--- src/rtl/dds_fcw_dec.sv ---
// DDS frequency-control-word decoder.
// Recovers the FCW by averaging phase differences.
module dds_fcw_dec #(
  parameter int WIDE_N   = 12,
  parameter int AVG_LOG2 = 4
) (
  input  logic              clk,
  input  logic              rst,
  input  logic              en_i,
  input  logic [WIDE_N-1:0] phase_i,
  output logic [WIDE_N-1:0] fcw_o,
  output logic              fcw_vld_o,
  output logic              lock_o
);

  localparam int AW = WIDE_N + AVG_LOG2;
  localparam int CW = AVG_LOG2 + 1;
  localparam logic [CW-1:0] CNT_LAST = CW'((1 << AVG_LOG2) - 1);

  typedef enum logic [1:0] {
    IDLE,
    PRIME,
    ACC
  } state_t;

  state_t            state_q;
  state_t            state_d;
  logic [WIDE_N-1:0] phase_prev;
  logic [WIDE_N-1:0] d;
  logic [WIDE_N-1:0] fcw_new;
  logic [AW-1:0]     acc;
  logic [AW-1:0]     sum;
  logic [CW-1:0]     cnt;
  logic              have_est;
  logic              take;
  logic              win_done;

  // Next state, modular difference and window-complete detection
  always_comb begin
    state_d  = state_q;
    take     = 1'b0;
    win_done = 1'b0;
    d        = phase_i - phase_prev;
    sum      = acc + AW'(d);
    fcw_new  = WIDE_N'(sum >> AVG_LOG2);
    unique case (state_q)
      IDLE: begin
        if (en_i) state_d = PRIME;
      end
      PRIME, ACC: begin
        if (en_i) begin
          take     = 1'b1;
          state_d  = ACC;
          win_done = (cnt == CNT_LAST);
        end
      end
      default: state_d = IDLE;
    endcase
  end

  // State register
  always_ff @(posedge clk) begin
    if (rst) state_q <= IDLE;
    else     state_q <= state_d;
  end

  // Reference phase, accumulator, estimate and lock tracking
  always_ff @(posedge clk) begin
    if (rst) begin
      phase_prev <= '0;
      acc        <= '0;
      cnt        <= '0;
      fcw_o      <= '0;
      fcw_vld_o  <= 1'b0;
      lock_o     <= 1'b0;
      have_est   <= 1'b0;
    end else begin
      fcw_vld_o <= 1'b0;
      if (en_i && state_q == IDLE) phase_prev <= phase_i;
      if (take) begin
        phase_prev <= phase_i;
        if (win_done) begin
          acc       <= '0;
          cnt       <= '0;
          fcw_o     <= fcw_new;
          fcw_vld_o <= 1'b1;
          lock_o    <= have_est && (fcw_new == fcw_o);
          have_est  <= 1'b1;
        end else begin
          acc <= sum;
          cnt <= cnt + CW'(1);
        end
      end
    end
  end

endmodule

--- config.mk ---
export PLATFORM = sky130hd
export DESIGN_NAME = dds_fcw_dec
export DESIGN_NICKNAME = d
export VERILOG_FILES = /design/src/rtl/dds_fcw_dec.sv
export SDC_FILE = /design/constraint.sdc
export NUM_CORES = 1
export LEC_CHECK = 0
export CAP_MARGIN = 30
export CORE_MARGIN = 2
export CORE_UTILIZATION = 33
export CTS_CLUSTER_SIZE = 20
export DETAILED_ROUTE_END_ITERATION = 7
export HOLD_SLACK_MARGIN = 0.08
export PLACE_DENSITY = 0.57
export SYNTH_ARGS = -nofsm -noshare
export SYNTH_HDL_FRONTEND = slang
export SYNTH_SLANG_ARGS = --single-unit
--- constraint.sdc ---
create_clock -name clk -period 4.26 [get_ports clk]
set_input_delay 0.639 -clock clk [delete_from_list [all_inputs] [get_ports clk]]
set_output_delay 0.639 -clock clk [all_outputs]
set_load 0.005 [all_outputs]
After elaboration in Yosys (flattened, before gate mapping)
Cells that the tools add are included.

Add/subtract/negate cells: 3. Equality and inequality tests: 6. Muxes and demuxes: 12. Bitwise operators: 1. Reduce and logical (&&, ||, !) cells: 8.

Operators with widths (count): 12-bit two-way mux (2); 16-bit by 12-bit adder with 16-bit output (1); 16-bit two-way mux (1); 12-bit equality test (1); 12-bit subtractor (1); 5-bit by 1-bit adder with 5-bit output, second input constant (1); 5-bit by 4-bit equality test with 1-bit output, second input constant (1); 1-bit two-way mux (5); 5-bit two-way mux (1); 2-bit two-way mux (2); 2-bit inequality test, second input constant (2); 2-bit one-hot mux with 2 select lines (1); 2-bit AND reduction (2); 2-bit OR reduction (2); 2-bit by 1-bit equality test with 1-bit output, second input constant (1); 2-bit equality test, second input constant (1); 1-bit logical AND (2); 2-bit zero test (1); 2-bit nonzero test (1); 1-bit NOT (1).

Register bits: 50. Bits of input ports: 15. Output and inout bits: 14. Logic and storage cells: 38.

Logic depth before layout (Yosys ltp)
Depth after elaboration: 5. Depth in mapped cells: 21. Depth with buffers taken out: 21.

Worst setup path after synthesis
No wires, ideal clock.

Path type: input -> register. Start: in phase_i[0]. End: reg lock_o. Setup time: 0.087 ns. Arrival time: 4.024 ns. Data required time: 4.173 ns. Setup slack: 0.149 ns. Stages: 21. Buffers on the path: 0. Cells stage by stage: inv_1 > ha_1 > inv_1 > fa_1 > nand2_1 > nand2_1 > a21oi_1 > o21bai_1 > a21oi_1 > o21bai_1 > a21oi_1 > xnor2_1 > ha_1 > a21oi_1 > o21ai_0 > a21oi_1 > a21boi_0 > xnor2_1 > o21a_1 > o2111ai_1 > o31ai_1.

Cells in the longest elaborated chain, start to end: 4.

RTL lines: start, declared (RTL line 10) `input logic [WIDE_N-1:0] phase_i,`; 12-bit subtractor (RTL line 43) `d = phase_i - phase_prev;`; 16-bit by 12-bit adder with 16-bit output (RTL line 44) `sum = acc + AW'(d);`; 12-bit equality test (RTL line 87) `lock_o <= have_est && (fcw_new == fcw_o);`; 1-bit logical AND (RTL line 87); end signal, assigned (RTL line 87); end, declared (RTL line 13) `output logic lock_o`.

No other way between the ends. A chain may end at the register's enable or synchronous reset.

Worst setup path in the final report
Start: in phase_i[1]. End: reg lock_o.

The elaborated chain is that of the path after synthesis.

==> results_tabular.tex <==
\begin{tabular}{lr}
\hline
Metric & Value \\
\hline
\multicolumn{2}{l}{\textbf{Placed design}} \\
Placed Instances & 620 \\
DP Wirelength & approximately 6.3 mm \\
Count of input and output buffers & 28 \\
Final weighted congestion in routability-driven placement & 0.856 \\
Placement Cell Area & 4150 um2 \\
\multicolumn{2}{l}{\textbf{Synth}} \\
Synthesis Warnings & 0 \\
Synth area leader & sky130\_fd\_sc\_hd\_\_dfxtp\_1 \\
Cell Area, Synth & 3420 um2 \\
Biggest area contributors in the synthesized netlist & sky130\_fd\_sc\_hd\_\_dfxtp\_1 (29\%), sky130\_fd\_sc\_hd\_\_ha\_1 (11\%), sky130\_fd\_sc\_hd\_\_nand2\_1 (6.1\%) \\
Count of flip-flops with a built-in enable after synthesis & 0 \\
Top cells by instance count after synthesis & sky130\_fd\_sc\_hd\_\_nand2\_1 (56), sky130\_fd\_sc\_hd\_\_dfxtp\_1 (50), sky130\_fd\_sc\_hd\_\_a21oi\_1 (41), sky130\_fd\_sc\_hd\_\_nor2\_1 (38), sky130\_fd\_sc\_hd\_\_ha\_1 (29) \\
Number of storage elements in the synthesis netlist & 50 \\
Leading cell type by number of instances after synthesis & sky130\_fd\_sc\_hd\_\_nand2\_1 \\
Number of different library cells in the post-synthesis netlist & 66 \\
Proportion of register bits with asynchronous set or reset after synthesis & 0 \\
Post-Syn Area per Cell & between 8 and 9 um2 \\
Most used flip-flop cell after synthesis & sky130\_fd\_sc\_hd\_\_dfxtp\_1 \\
Synthesized instance count & 426 \\
Share of synthesized area occupied by flip-flops and latches & 0.293 \\
Synth top area share & 0.293 \\
Synthesized Nets & 472 \\
\multicolumn{2}{l}{\textbf{Power}} \\
Ratio of total power to cell area & between 400 and 500 nW/um2 \\
Maximum ir drop on the vdd rail & between 0.15 and 0.2 mV \\
Sequential share of power & 0.290 \\
Internal power & roughly 1.1 mW \\
Share of total power consumed by net switching & 0.377 \\
Leak & 1.80 nW \\
Post-layout power & 1.82 mW \\
Relative contribution of combinational cells to total power & 0.517 \\
Clock share of power & 0.193 \\
Switching power & 684 uW \\
\multicolumn{2}{l}{\textbf{Floorplan}} \\
Standard-cell rows & 37 \\
Core region area & 10200 um2 \\
Area of the die & 11200 um2 \\
Die Span Y & 106 um \\
Starting Density & 0.336 \\
Number of top-level design ports & 29 \\
Die span in x & 106 um \\
\multicolumn{2}{l}{\textbf{Clocking}} \\
Skew-Pair Late Insertion Delay & 0.32 ns \\
Clock tree from TritonCTS & done \\
CTS H-Tree Depth & 2 \\
Cell at the root of the clock tree & sky130\_fd\_sc\_hd\_\_clkbuf\_8 \\
CTS clock-pin slew for the worst setup and hold paths & 0.10 ns \\
Deepest clock path buffer count & 2 \\
Number of sinks driven by the clock tree & 50 \\
Inserted Clock Buffers & 5 \\
\multicolumn{2}{l}{\textbf{Finish}} \\
Fillers & between 1000 and 1500 \\
Final Instance Count excl. Fillers & roughly 630 \\
Final Instance Area & about 4400 um2 \\
Count of inserted antenna diode cells & 0 \\
Fraction of final layout cells with drive strength greater than 1 & 0.199 \\
Layout Nets & 543 \\
Area overhead of the layout relative to synthesis & 29.3\% \\
\multicolumn{2}{l}{\textbf{Routing}} \\
Via density per instance & 5.01 \\
Number of DRC markers in iteration 0 & 117 \\
Via count of the routed design & 3179 \\
Routed length per instance & 13.4 um \\
Length of the first detailed-routing pass in iterations & 4 \\
Post-Route WL & 8.49 mm \\
Post-route antenna net violation count & 0 \\
DRC errors left & 0 \\
\multicolumn{2}{l}{\textbf{Outcome}} \\
Run status & complete, no violations \\
\multicolumn{2}{l}{\textbf{STA}} \\
Largest clock skew in the final design & 0.0132 ns \\
TNS Setup & 0 ns \\
Post-layout min period & 4.04 ns \\
Slew Viols, Final & 0 \\
Final number of hold-violating endpoints & 0 \\
Final clock period utilization by the worst path & 0.948 \\
Max Clk Rate & around 250 MHz \\
Normalized max-slew margin & 0.430 \\
Setup violation total in the final timing report & 0 \\
Worst Tran Pin Value & 0.851 ns \\
\multicolumn{2}{l}{\textbf{Critical path}} \\
Worst endpoint data arrival time & $\sim$4.3 ns \\
Classification of the worst setup path & input port to flip-flop \\
Worst-path maximum fanout & 3 \\
Required time of the critical path & about 4.5 ns \\
Type of destination of the critical path & flip-flop \\
Worst Setup Start Kind & input port \\
Depth of the worst register-to-register path & 19 \\
\multicolumn{2}{l}{\textbf{GRT}} \\
Overall Global Routing Usage & 0.149 \\
Grt total ovfl & 0 \\
Number of global-route vias before repair & 2892 \\
Wire length of the first global-routing pass & approximately 14 mm \\
Pin count of the biggest net entering global routing & 36 \\
Number of antenna violations at the first check in global routing & 0 \\
\multicolumn{2}{l}{\textbf{Worst hold path}} \\
Class of the most critical hold timing path & flip-flop to flip-flop \\
Cells on Worst Hold Path & 2 \\
\multicolumn{2}{l}{\textbf{Job}} \\
Max\_cap viols & 0 \\
\hline
\end{tabular}
flip-flops by register name, summed over array words and instances (netlist names):
register and flops:
acc 16, fcw_o 12, phase_prev 12, cnt 5, state_q 2, fcw_vld_o 1, have_est 1, lock_o 1
through the flow:
step	hold WS, ns	utilization	worst slack [ns]
2_1_floorplan	0.430	-	0.149
3_3_place_gp	0.442	0.407	-0.533
3_5_place_dp	0.447	0.407	-0.616
4_1_cts	0.460	0.422	0.000868
5_1_grt	0.481	0.434	-0.0147
6_report	0.459	0.434	0.220
worst paths after layout:
check                                  start                          to  slack [ns]
setup reg to reg  phase_prev[1]$_SDFFE_PP0P_         lock_o$_SDFFE_PP0P_        0.28
hold reg to reg   phase_prev[1]$_SDFFE_PP0P_  phase_prev[1]$_SDFFE_PP0P_        0.46
hold / removal    phase_prev[1]$_SDFFE_PP0P_  phase_prev[1]$_SDFFE_PP0P_        0.46
setup / recovery                  phase_i[1]         lock_o$_SDFFE_PP0P_        0.22
layout by cell type, fill, tap and decap left out, drive strengths merged, types with 7 or more instances in the layout:
cell           instances
a21oi                 41
a22o                   8
a22oi                 10
buf                   54
clkdlybuf4s50         24
dfxtp                 50
ha                    29
inv                   30
nand2                 57
nand3                  7
nor2                  39
nor3                   7
nor4                   8
o21ai                 20
xnor2                 21
xor2                   9
worst max-delay path, stage by stage:
cell and delay (ns):
sky130_fd_sc_hd__clkbuf_2 0.12, sky130_fd_sc_hd__ha_1 0.28, sky130_fd_sc_hd__nor2b_1 0.14, sky130_fd_sc_hd__o21ai_2 0.15
sky130_fd_sc_hd__a21boi_1 0.10, sky130_fd_sc_hd__o21ai_1 0.21, sky130_fd_sc_hd__a21oi_2 0.11, sky130_fd_sc_hd__a41o_1 0.27
sky130_fd_sc_hd__o41ai_2 0.35, sky130_fd_sc_hd__xnor2_1 0.17, sky130_fd_sc_hd__ha_1 0.35, sky130_fd_sc_hd__or2_4 0.13
sky130_fd_sc_hd__or2_2 0.09, sky130_fd_sc_hd__a21oi_1 0.06, sky130_fd_sc_hd__nor4_1 0.24, sky130_fd_sc_hd__nand4b_1 0.19
sky130_fd_sc_hd__nor4b_2 0.30, sky130_fd_sc_hd__o2111ai_1 0.14, sky130_fd_sc_hd__o31ai_1 0.24
layer usage:
metal | part of all wire | GRT usage | vias up
met4 | 0.012 | 0.0357 | 0
met1 | 0.48 | 0.203 | 1490
met2 | 0.48 | 0.243 | 45
met3 | 0.033 | 0.0254 | 9
met5 | 0 | 0 | -
li1 | - | - | 1635
final cells by class:
cell class / instances / area [um2] / share of cell area
inverter: 29 / 109 / 0.0246
clock buffer: 5 / 68.8 / 0.0156
timing repair buffer: 82 / 688 / 0.156
sequential: 50 / 1000 / 0.227
multi-input combinational: 329 / 2340 / 0.529
clock inverter: 3 / 43.8 / 0.00991
tap: 136 / 170 / 0.0385
power by group through the flow:
stage / logic [mW] / clock network (mW) / registers (mW)
after floorplan: 0.582 / 0 / 0.531
after global placement: 0.861 / 0 / 0.537
after detailed placement: 0.878 / 0 / 0.538
after CTS: 0.899 / 0.360 / 0.527
after global routing: 1.04 / 0.382 / 0.532
final: 0.940 / 0.350 / 0.527
kinds of logic after synthesis:
logic type / Yosys count / share of synthesized area
xor gates and xnor gates: 33 / 0.0992
muxes: 1 / 0.00293
AOI/OAI and AO/OA: 114 / 0.223
adders and majority gates: 31 / 0.118
buffers and inverters: 47 / 0.0560
DFF: 50 / 0.293
and+or+nand+nor: 150 / 0.208
repair_timing:
item | CTS | global route
buffers inserted | 2 | 4
gates resized for setup | 10 | 24
endpoints found under the setup margin | 8 | 6
hold buffers | 0 | 0
pin swaps | 8 | 30
No activity file was read; power rests on OpenSTA's default activity.
